--- config.mk ---
export PLATFORM = sky130hd
export DESIGN_NAME = branch_ctrl_flat
export DESIGN_NICKNAME = d
export VERILOG_FILES = /design/src/rtl/branch_pkg.sv /design/src/rtl/branch_ctrl_if.sv /design/src/rtl/branch_target_gen.sv /design/src/rtl/branch_ctrl.sv /design/src/flat_wrapper.sv
export SDC_FILE = /design/constraint.sdc
export NUM_CORES = 1
export LEC_CHECK = 0
export BUFFER_PORTS_ARGS = -buffer_cell sky130_fd_sc_hd__buf_2
export CAP_MARGIN = 20
export CORE_MARGIN = 2
export CORE_UTILIZATION = 40
export CTS_CLUSTER_SIZE = 8
export DETAILED_ROUTE_END_ITERATION = 12
export PLACE_DENSITY = 0.67
export SYNTH_ARGS = -nofsm -noshare
export SYNTH_HDL_FRONTEND = slang
export SYNTH_SLANG_ARGS = --single-unit
--- constraint.sdc ---
create_clock -name clk -period 3.6 [get_ports clk]
set_clock_uncertainty 0.15 [all_clocks]
set_input_delay 1.08 -clock clk [delete_from_list [all_inputs] [get_ports clk]]
set_output_delay 1.08 -clock clk [all_outputs]
set_load 0.03 [all_outputs]
--- src/rtl/branch_pkg.sv ---
// Shared types and constants for the branch sequencing controller.
package branch_pkg;

  localparam int INST_BYTES = 4;

  typedef enum logic [1:0] {
    BR_BXX  = 2'b00,
    BR_JAL  = 2'b01,
    BR_JALR = 2'b10
  } br_type_t;

  typedef enum logic [1:0] {
    S_IDLE     = 2'b00,
    S_EVAL     = 2'b01,
    S_REDIRECT = 2'b10
  } state_t;

  // The unused encoding 2'b11 falls back to a conditional branch.
  function automatic br_type_t decode_type(input logic [1:0] raw);
    case (raw)
      2'b01:   decode_type = BR_JAL;
      2'b10:   decode_type = BR_JALR;
      default: decode_type = BR_BXX;
    endcase
  endfunction

endpackage

--- src/rtl/branch_ctrl_if.sv ---
// Bus bundle between branch_ctrl and EX, the compare unit, writeback and IFU.
// Handshakes: a transfer happens on a rising clk edge where valid && ready; valid
// and its payload stay stable until that edge, and ready may depend on nothing but state.
interface branch_ctrl_if #(
  parameter int XLEN = 32
);
  logic            req_valid;
  logic            req_ready;
  logic [1:0]      req_type;
  logic [2:0]      req_bxx_opcode;
  logic [XLEN-1:0] req_pc;
  logic [XLEN-1:0] req_imm;
  logic [XLEN-1:0] req_src1;
  logic [XLEN-1:0] req_src2;
  logic            req_pred_taken;

  logic [2:0]      beu_opcode;
  logic [XLEN-1:0] beu_src1;
  logic [XLEN-1:0] beu_src2;
  logic            beu_result;

  logic            resp_valid;
  logic [XLEN-1:0] resp_link;

  logic            flush;
  logic            redirect_valid;
  logic            redirect_ready;
  logic [XLEN-1:0] redirect_pc;

  // Environment side: EX, compare unit, writeback, IFU.
  modport master (
    output req_valid, req_type, req_bxx_opcode, req_pc, req_imm,
           req_src1, req_src2, req_pred_taken, beu_result, redirect_ready,
    input  req_ready, beu_opcode, beu_src1, beu_src2, resp_valid, resp_link,
           flush, redirect_valid, redirect_pc
  );

  // Controller side.
  modport slave (
    input  req_valid, req_type, req_bxx_opcode, req_pc, req_imm,
           req_src1, req_src2, req_pred_taken, beu_result, redirect_ready,
    output req_ready, beu_opcode, beu_src1, beu_src2, resp_valid, resp_link,
           flush, redirect_valid, redirect_pc
  );

endinterface

--- src/rtl/branch_target_gen.sv ---
// Combinational target / fall-through / next-PC generation for one branch.
module branch_target_gen
  import branch_pkg::*;
#(
  parameter int XLEN = 32
) (
  input  br_type_t        br_type,
  input  logic [XLEN-1:0] pc,
  input  logic [XLEN-1:0] imm,
  input  logic [XLEN-1:0] src1,
  input  logic            taken,
  output logic [XLEN-1:0] pc_plus4,
  output logic [XLEN-1:0] next_pc
);

  logic [XLEN-1:0] base;
  logic [XLEN-1:0] sum;
  logic [XLEN-1:0] target;

  // All additions wrap modulo 2^XLEN; misaligned targets pass through for IFU to trap.
  always_comb begin
    base     = (br_type == BR_JALR) ? src1 : pc;
    sum      = base + imm;
    target   = (br_type == BR_JALR) ? {sum[XLEN-1:1], 1'b0} : sum;
    pc_plus4 = pc + XLEN'(INST_BYTES);
    next_pc  = taken ? target : pc_plus4;
  end

endmodule

--- src/rtl/branch_ctrl.sv ---
// Branch sequencing controller: IDLE -> EVAL -> (REDIRECT) -> IDLE.
// Optional macro BRANCH_CTRL_PERF_EN adds saturating branch / mispredict counters.
module branch_ctrl
  import branch_pkg::*;
#(
  parameter int XLEN = 32,
  parameter int CNTW = 32
) (
  input  logic              clk,
  input  logic              rst_b,
  branch_ctrl_if.slave      bus,
`ifdef BRANCH_CTRL_PERF_EN
  output logic [CNTW-1:0]   perf_branch_cnt,
  output logic [CNTW-1:0]   perf_mispred_cnt,
`endif
  output state_t            dbg_state
);

  state_t          state_q, state_d;
  br_type_t        type_q;
  logic [2:0]      opcode_q;
  logic [XLEN-1:0] pc_q, imm_q, src1_q, src2_q;
  logic            pred_q;
  logic            flush_q;
  logic [XLEN-1:0] redirect_pc_q;

  logic            taken;
  logic            mispredict;
  logic [XLEN-1:0] pc_plus4;
  logic [XLEN-1:0] next_pc;

  branch_target_gen #(.XLEN(XLEN)) u_target_gen (
    .br_type  (type_q),
    .pc       (pc_q),
    .imm      (imm_q),
    .src1     (src1_q),
    .taken    (taken),
    .pc_plus4 (pc_plus4),
    .next_pc  (next_pc)
  );

  // JALR always redirects: the predictor only knows direction, never the register target.
  always_comb begin
    taken      = (type_q == BR_BXX) ? bus.beu_result : 1'b1;
    mispredict = (taken != pred_q) || (type_q == BR_JALR);
  end

  always_comb begin
    state_d = state_q;
    case (state_q)
      S_IDLE:     if (bus.req_valid)      state_d = S_EVAL;
      S_EVAL:     state_d = mispredict ? S_REDIRECT : S_IDLE;
      S_REDIRECT: if (bus.redirect_ready) state_d = S_IDLE;
      default:    state_d = S_IDLE;
    endcase
  end

  always_ff @(posedge clk or negedge rst_b) begin
    if (!rst_b) begin
      state_q       <= S_IDLE;
      type_q        <= BR_BXX;
      opcode_q      <= '0;
      pc_q          <= '0;
      imm_q         <= '0;
      src1_q        <= '0;
      src2_q        <= '0;
      pred_q        <= 1'b0;
      flush_q       <= 1'b0;
      redirect_pc_q <= '0;
    end else begin
      state_q <= state_d;
      if (state_q == S_IDLE && bus.req_valid) begin
        type_q   <= decode_type(bus.req_type);
        opcode_q <= bus.req_bxx_opcode;
        pc_q     <= bus.req_pc;
        imm_q    <= bus.req_imm;
        src1_q   <= bus.req_src1;
        src2_q   <= bus.req_src2;
        pred_q   <= bus.req_pred_taken;
      end
      // Flush is set only on the EVAL->REDIRECT edge, so it covers the first REDIRECT cycle.
      flush_q <= (state_q == S_EVAL) && mispredict;
      if (state_q == S_EVAL && mispredict)
        redirect_pc_q <= next_pc;
    end
  end

`ifdef BRANCH_CTRL_PERF_EN
  always_ff @(posedge clk or negedge rst_b) begin
    if (!rst_b) begin
      perf_branch_cnt  <= '0;
      perf_mispred_cnt <= '0;
    end else if (state_q == S_EVAL) begin
      if (perf_branch_cnt != '1)
        perf_branch_cnt <= perf_branch_cnt + 1'b1;
      if (mispredict && perf_mispred_cnt != '1)
        perf_mispred_cnt <= perf_mispred_cnt + 1'b1;
    end
  end
`endif

  assign bus.req_ready      = (state_q == S_IDLE);
  assign bus.beu_opcode     = opcode_q;
  assign bus.beu_src1       = src1_q;
  assign bus.beu_src2       = src2_q;
  assign bus.resp_valid     = (state_q == S_EVAL);
  assign bus.resp_link      = (state_q == S_EVAL) ? pc_plus4 : '0;
  assign bus.flush          = flush_q;
  assign bus.redirect_valid = (state_q == S_REDIRECT);
  assign bus.redirect_pc    = redirect_pc_q;
  assign dbg_state          = state_q;

endmodule

--- src/flat_wrapper.sv ---
// flat-port wrapper written by rule: the top's interface ports become plain ports
module branch_ctrl_flat import branch_pkg::*;
#(
  parameter int XLEN = 32,
  parameter int CNTW = 32
)
  (clk, rst_b, dbg_state, bus_req_valid, bus_req_type, bus_req_bxx_opcode, bus_req_pc, bus_req_imm, bus_req_src1, bus_req_src2, bus_req_pred_taken, bus_beu_result, bus_redirect_ready, bus_req_ready, bus_beu_opcode, bus_beu_src1, bus_beu_src2, bus_resp_valid, bus_resp_link, bus_flush, bus_redirect_valid, bus_redirect_pc);
  branch_ctrl_if #(.XLEN(XLEN)) bus_i ();
  input  logic clk;
  input  logic rst_b;
  output state_t dbg_state;
  input wire logic [$bits(bus_i.req_valid)-1:0] bus_req_valid;
  input wire logic [$bits(bus_i.req_type)-1:0] bus_req_type;
  input wire logic [$bits(bus_i.req_bxx_opcode)-1:0] bus_req_bxx_opcode;
  input wire logic [$bits(bus_i.req_pc)-1:0] bus_req_pc;
  input wire logic [$bits(bus_i.req_imm)-1:0] bus_req_imm;
  input wire logic [$bits(bus_i.req_src1)-1:0] bus_req_src1;
  input wire logic [$bits(bus_i.req_src2)-1:0] bus_req_src2;
  input wire logic [$bits(bus_i.req_pred_taken)-1:0] bus_req_pred_taken;
  input wire logic [$bits(bus_i.beu_result)-1:0] bus_beu_result;
  input wire logic [$bits(bus_i.redirect_ready)-1:0] bus_redirect_ready;
  output wire logic [$bits(bus_i.req_ready)-1:0] bus_req_ready;
  output wire logic [$bits(bus_i.beu_opcode)-1:0] bus_beu_opcode;
  output wire logic [$bits(bus_i.beu_src1)-1:0] bus_beu_src1;
  output wire logic [$bits(bus_i.beu_src2)-1:0] bus_beu_src2;
  output wire logic [$bits(bus_i.resp_valid)-1:0] bus_resp_valid;
  output wire logic [$bits(bus_i.resp_link)-1:0] bus_resp_link;
  output wire logic [$bits(bus_i.flush)-1:0] bus_flush;
  output wire logic [$bits(bus_i.redirect_valid)-1:0] bus_redirect_valid;
  output wire logic [$bits(bus_i.redirect_pc)-1:0] bus_redirect_pc;
  assign bus_i.req_valid = bus_req_valid;
  assign bus_i.req_type = bus_req_type;
  assign bus_i.req_bxx_opcode = bus_req_bxx_opcode;
  assign bus_i.req_pc = bus_req_pc;
  assign bus_i.req_imm = bus_req_imm;
  assign bus_i.req_src1 = bus_req_src1;
  assign bus_i.req_src2 = bus_req_src2;
  assign bus_i.req_pred_taken = bus_req_pred_taken;
  assign bus_i.beu_result = bus_beu_result;
  assign bus_i.redirect_ready = bus_redirect_ready;
  assign bus_req_ready = bus_i.req_ready;
  assign bus_beu_opcode = bus_i.beu_opcode;
  assign bus_beu_src1 = bus_i.beu_src1;
  assign bus_beu_src2 = bus_i.beu_src2;
  assign bus_resp_valid = bus_i.resp_valid;
  assign bus_resp_link = bus_i.resp_link;
  assign bus_flush = bus_i.flush;
  assign bus_redirect_valid = bus_i.redirect_valid;
  assign bus_redirect_pc = bus_i.redirect_pc;
  branch_ctrl #(.XLEN(XLEN), .CNTW(CNTW)) u_core (.clk(clk), .rst_b(rst_b), .bus(bus_i), .dbg_state(dbg_state));
endmodule
== Word-level counts from Yosys, hierarchy flattened ==
Cells that the tools add are included.
Word-level totals
  register bits: 169
  bits in latches: 0
  bits in writable memories: 0
  ROM bits: 0
  bits of input ports: 139
  output and inout port bits: 137
  memories kept: 0
Operators by class
  add/subtract/negate cells: 2
  multipliers: 0
  divide/modulo/power cells: 0
  $lt $le $gt $ge: 0
  equality and inequality tests: 8
  shift-type cells: 0
  multiplexer cells: 10
  bitwise logic cells: 0
  reduce and logical (&&, ||, !) cells: 6
Operator list (count)
  $mux W32: 3
  $add A32 B3 Y32 const B: 1
  $add A32 B32 Y32: 1
  $eq A2 B2 Y1 const B: 3
  $mux W2: 3
  $pmux W2 S3: 1
  $eq A2 B1 Y1 const B: 2
  $logic_not A2 Y1: 2
  $ne A2 B2 Y1 const B: 2
  $pmux W2 S2: 1
  $logic_and A1 B1 Y1: 2
  $mux W1: 2
  $reduce_and A2 Y1: 1
  $logic_or A1 B1 Y1: 1
  $ne A1 B1 Y1: 1

== Logic depth before layout (Yosys ltp) ==
  depth after elaboration: 6
  mapped depth: 16
  mapped depth without buffers: 15

== By module ==
A second synthesis with hierarchy kept.
Unflattened totals
  cells, all modules: 871
  area, all modules: 9758.1 um^2
By module, submodules not included
  branch_ctrl: times used 1, cells each 403, area an instance 6616.3 um^2, seq. area each 4229.1 um^2
  branch_target_gen: times used 1, cells each 468, area an instance 3141.8 um^2, seq. area each 0.0 um^2

== Worst setup path after synthesis ==
No wires, ideal clock.
  kind: register to register
  start point: reg u_core.type_q[1]
  end point: reg u_core.redirect_pc_q[26], in the netlist u_core.bus.redirect_pc[26]
  library setup time: 0.133 ns
  data arrival time: 3.573 ns
  path slack: -0.256 ns
  stages on the path, launching flop included: 17
  path through: dfrtp_1 > inv_1 > nor2_1 > clkbuf_1 > mux2_2 > ha_1 > inv_1 > fa_1 > nand2b_1 > a21oi_1 > o31ai_1 > a21oi_2 > o311ai_1 > a21oi_1 > nor3_2 > mux2i_1 > o211ai_1
Between the ends
  cells in the longest elaborated chain, start to end: 5
  elaborated cells between the ends (all ways): 9
  classes of those cells: add/sub (1); eq/ne (2); mux (3); reduce/logical (3)
Ends and longest elaborated chain
  start: declaration: RTL line branch_ctrl.sv:20  | br_type_t type_q;
  start signal: assignment: RTL line branch_ctrl.sv:73  | type_q <= decode_type(bus.req_type);
  parallel branches: the longest is 5 deep, another holds $add A32 B32 Y32
  end signal: assignment: RTL line branch_ctrl.sv:84  | redirect_pc_q <= next_pc;
  end: declaration: RTL line branch_ctrl.sv:25  | logic [XLEN-1:0] redirect_pc_q;
Several ways; the timed one is not identified.
A chain may end at the register's enable or synchronous reset.

== Worst setup path in the final report ==
  start point: reg u_core.pc_q[13]
  end point: out bus_resp_link[26]
Between the ends
  cells in the longest elaborated chain, start to end: 2
Ends and longest elaborated chain
  start: declaration: RTL line branch_ctrl.sv:22  | logic [XLEN-1:0] pc_q, imm_q, src1_q, src2_q;
  start signal: assignment: RTL line branch_ctrl.sv:75  | pc_q <= bus.req_pc;
  $add A32 B3 Y32: RTL line branch_target_gen.sv:25  | pc_plus4 = pc + XLEN'(INST_BYTES);
  $mux W32: RTL line branch_ctrl.sv:107  | assign bus.resp_link = (state_q == S_EVAL) ? pc_plus4 : '0;
  end: declaration: RTL line flat_wrapper.sv:27  | output wire logic [$bits(bus_i.resp_link)-1:0] bus_resp_link;
Every way passes these cells.

==> impl_results.md <==
- Slew Viols, Final: 0
- Final setup fails: 9
- Placement Setup Slack: -93.42 ps
- EDFF count, synth: 0
- Synth top area cells: dfrtp_1, mux2_2, ha_1
- Main synth FF type: dfrtp_1
- Total power: 14.83 mW
- Vias in the first global route: 7549
- Post-route ant nets: 0
- CP max-delay cell: dfrtp_1
- Flop pwr share: 24.5%
- Reg clk slew, reported paths: 70 ps
- CTS max path bufs: 2
- Worst slew margin relative to its limit: a little over half
- Failing checks: setup timing
- Sequence of cells on the critical path: and3_4, and3_4, nand4_1, nor2_2, nand4_1, buf_4, nor2_1, xnor2_1, nor2_1, buf_2
- Largest area contributor in the netlist: dfrtp_1
- CP Class: reg2out
- Post-DP HPWL: 19.61 mm
- Combinational share of power: 61.8%
- Total track usage: 21.76%
- Initial core utilization: roughly two fifths
- Ys async rst share: 100.0%
- Setup ws final: -161.1 ps
- Mux cell area share after synthesis: 19.98%
- Outcome: finished with violations
- Most frequent cells in the layout: buf_2, dfrtp_1, mux2_2
- Dpl cells: roughly 1400
- Clock Sinks: ~170
- Inserted Clock Buffers: 17
- RSZ-0062 raised after global routing: yes
- Mapped Area: 9179 um^2
- Adder-cell share of the synthesized area: 4.989%
- Switching portion of total power: 47.43%
- Grt ovf: 0
- Routability cong.: around 0.84
- First-pass GRT wire length: 40.97 mm
- Worst slew pin tran: 693.8 ps
- CTS tree: built
- H-tree level count: 4
- Peak supply drop: between 0.5 and 0.6 mV
- Share of the synthesized area in the top cell type: ~46%
- Syn avg cell area: 10.95 um^2
- Mapped Cells: 838
- CTS root buf: clkbuf_16
- Post-synthesis xor/xnor area fraction: 4.866%
- Final WL: 26.50 mm
- Top Ports: 276
- Yosys warning total: 0
- Routed via count: 7575
- Diodes inserted: 0
- Die Span X: around 160 um
- P&R area growth vs syn: 31.72%
- Clock latency on the worst-skew pair: 440 ps
- Leakage dissipation: 5.652 nW
- Seq cells post-synth: around 170
- Slowest stage delay, CP: 360 ps
- 1st-iter DRT viols: 413
- Largest delay contributor family on the critical path: simple AND/OR/NAND/NOR gates
- Pin count of the biggest net entering global routing: 71
- Port Buffers: about 280
- Nets: 1322
- Hold_buf cts: 0
- Worst EP required: 2370 ps
- Max_cap viols: 0
- Synth Area in Simple Gates: 11.57%
- Syn Nets: just over 1000
- Count of cell types in the netlist: 62
- Buffers & Inverters on Critical Path: 2
- Min Tclk post-route: ~3800 ps
- Hold Crit Class: reg2reg
- Final Cycle Share: 104.5%
- Initial antenna violation count: 2
- Worst Setup Start Kind: flop
- Row count: between 50 and 60
- DIE HEIGHT: 155.5 um
- Crit path DAT: between 2000 and 3000 ps
- Sequential fraction of the synthesis area: 46.07%
- DRC violations left: 0
- Core area: 22570 um^2
- Peak fanout along the critical path: 4
- Post-synthesis compound-gate area fraction: 9.937%
- Avg WL per Cell: 18.34 um
- Combinational family with the most area after synthesis: multiplexers
- Avg Vias per Cell: 5.242
- PwrDens: 1226 nW/um^2
- Share of cells above drive strength 1: 49.57%
- Final hold violations: 0
- Max frequency: 0.2659 GHz
- Sw Pwr: 7.033 mW
- Clock power share: ~14%
- Crit. End Element: output pin
- Most common cell after layout, fill and taps aside: buf_2
- Pint: a little under 8 mW
- Drt pass-1 iters: 4
- Die area: 24170 um^2
- Final std cells w/o fill: 1445
-- power groups by stage --
stage	sequential (mW)	combinational (mW)	clock (mW)
floorplan	4.59	5.28	0
detailed placement	3.66	8.66	0
global route	3.76	9.92	2.16
global placement	3.64	8.52	0
finish	3.63	9.16	2.04
CTS	3.64	8.85	2.07
-- worst reg2reg max path: stages (launching register included) --
cell and delay (ps):
dfrtp_1 380, inv_1 90, nor2_4 140, buf_12 170, mux2_2 340, ha_2 390, nand2_1 130, nor4_4 270
o31ai_2 130, a21oi_2 220, nor3b_2 100, o21ai_2 190, nand3_2 140, mux2i_1 150, o32a_1 340
-- kinds of logic (layout without fill, tap and decap cells) --
kind of cell,Yosys count,count (layout)
muxes,163,163
and+or+nand+nor,218,218
buffers and inverters,53,375
xor gates and xnor gates,51,51
DFF,169,169
AOI/OAI and AO/OA,148,148
adders and majority gates,36,36
-- worst paths after layout --
kind,slack (ps),endpoint,startpoint,cells after the start
worst max-delay path,-160,bus_resp_link[26],u_core.pc_q[13],10
worst min-delay path,330,u_core.bus.redirect_pc[14],u_core.bus.redirect_pc[14],2
worst max register to register,150,u_core.bus.redirect_pc[28],u_core.type_q[1],14
worst min register to register,330,u_core.bus.redirect_pc[14],u_core.bus.redirect_pc[14],2
max in group asynchronous,2070,u_core.imm_q[7],rst_b,2
min in group asynchronous,490,u_core.bus.beu_src1[22],rst_b,1
-- registers in the layout (all words and copies together), names as in the netlist, 2 cells and up --
signal,count
u_core.bus.beu_opcode,3
u_core.pc_q,32
u_core.bus.redirect_pc,32
u_core.type_q,2
u_core.bus.beu_src2,32
u_core.imm_q,32
u_core.bus.beu_src1,32
u_core.dbg_state,2
-- cell usage after synthesis, types with 6 or more instances --
| cell type | instances |
|---|---|
| ha_1 | 35 |
| inv_1 | 13 |
| a21oi_1 | 41 |
| and3_1 | 12 |
| nor2_1 | 79 |
| clkbuf_1 | 24 |
| nand2_1 | 63 |
| nor3_1 | 8 |
| a211oi_1 | 7 |
| a31oi_1 | 7 |
| a21o_1 | 11 |
| o21ai_0 | 43 |
| nand4_1 | 10 |
| mux2_2 | 158 |
| xnor2_1 | 26 |
| dfrtp_1 | 169 |
| nand3_1 | 12 |
| nand2b_1 | 6 |
| xor2_1 | 25 |
| and2_1 | 7 |
| buf_1 | 7 |
-- final cells by class --
cell class | count | area, um^2
fill | 2061 | 10480
multi-input combinational | 616 | 4917
sequential | 169 | 4230
timing repair buffer | 330 | 1903
clock buffer | 18 | 429.2
tap | 285 | 356.6
clock inverter | 14 | 205.2
inverter | 13 | 48.80
-- metal layers --
metal	GRT usage, %	routed length, um
met4	5.417	299
met5	0	24
met3	6.685	2096
met2	36.30	12770
met1	27.67	11310
-- per-stage QoR --
step | utilization, % | hold slack, ps | setup TNS, ps | cell area (um^2)
5_1_grt | 53.56 | 352.8 | -2359 | 12090
3_3_place_gp | 48.97 | 307.0 | 0 | 11050
2_1_floorplan | - | 337.5 | 0 | 9188
4_1_cts | 52.46 | 334.5 | -1270 | 11840
3_5_place_dp | 48.97 | 316.4 | -141.3 | 11050
6_report | 53.56 | 332.0 | -1019 | 12090
-- timing repair --
| action | 4_1_cts | 5_1_grt |
|---|---|---|
| setup endpoints to repair | 11 | 22 |
| resized for setup | 15 | 41 |
| setup buffers | 13 | 10 |
| pin swaps | 7 | 23 |
Power figures use the tool's default switching activity.
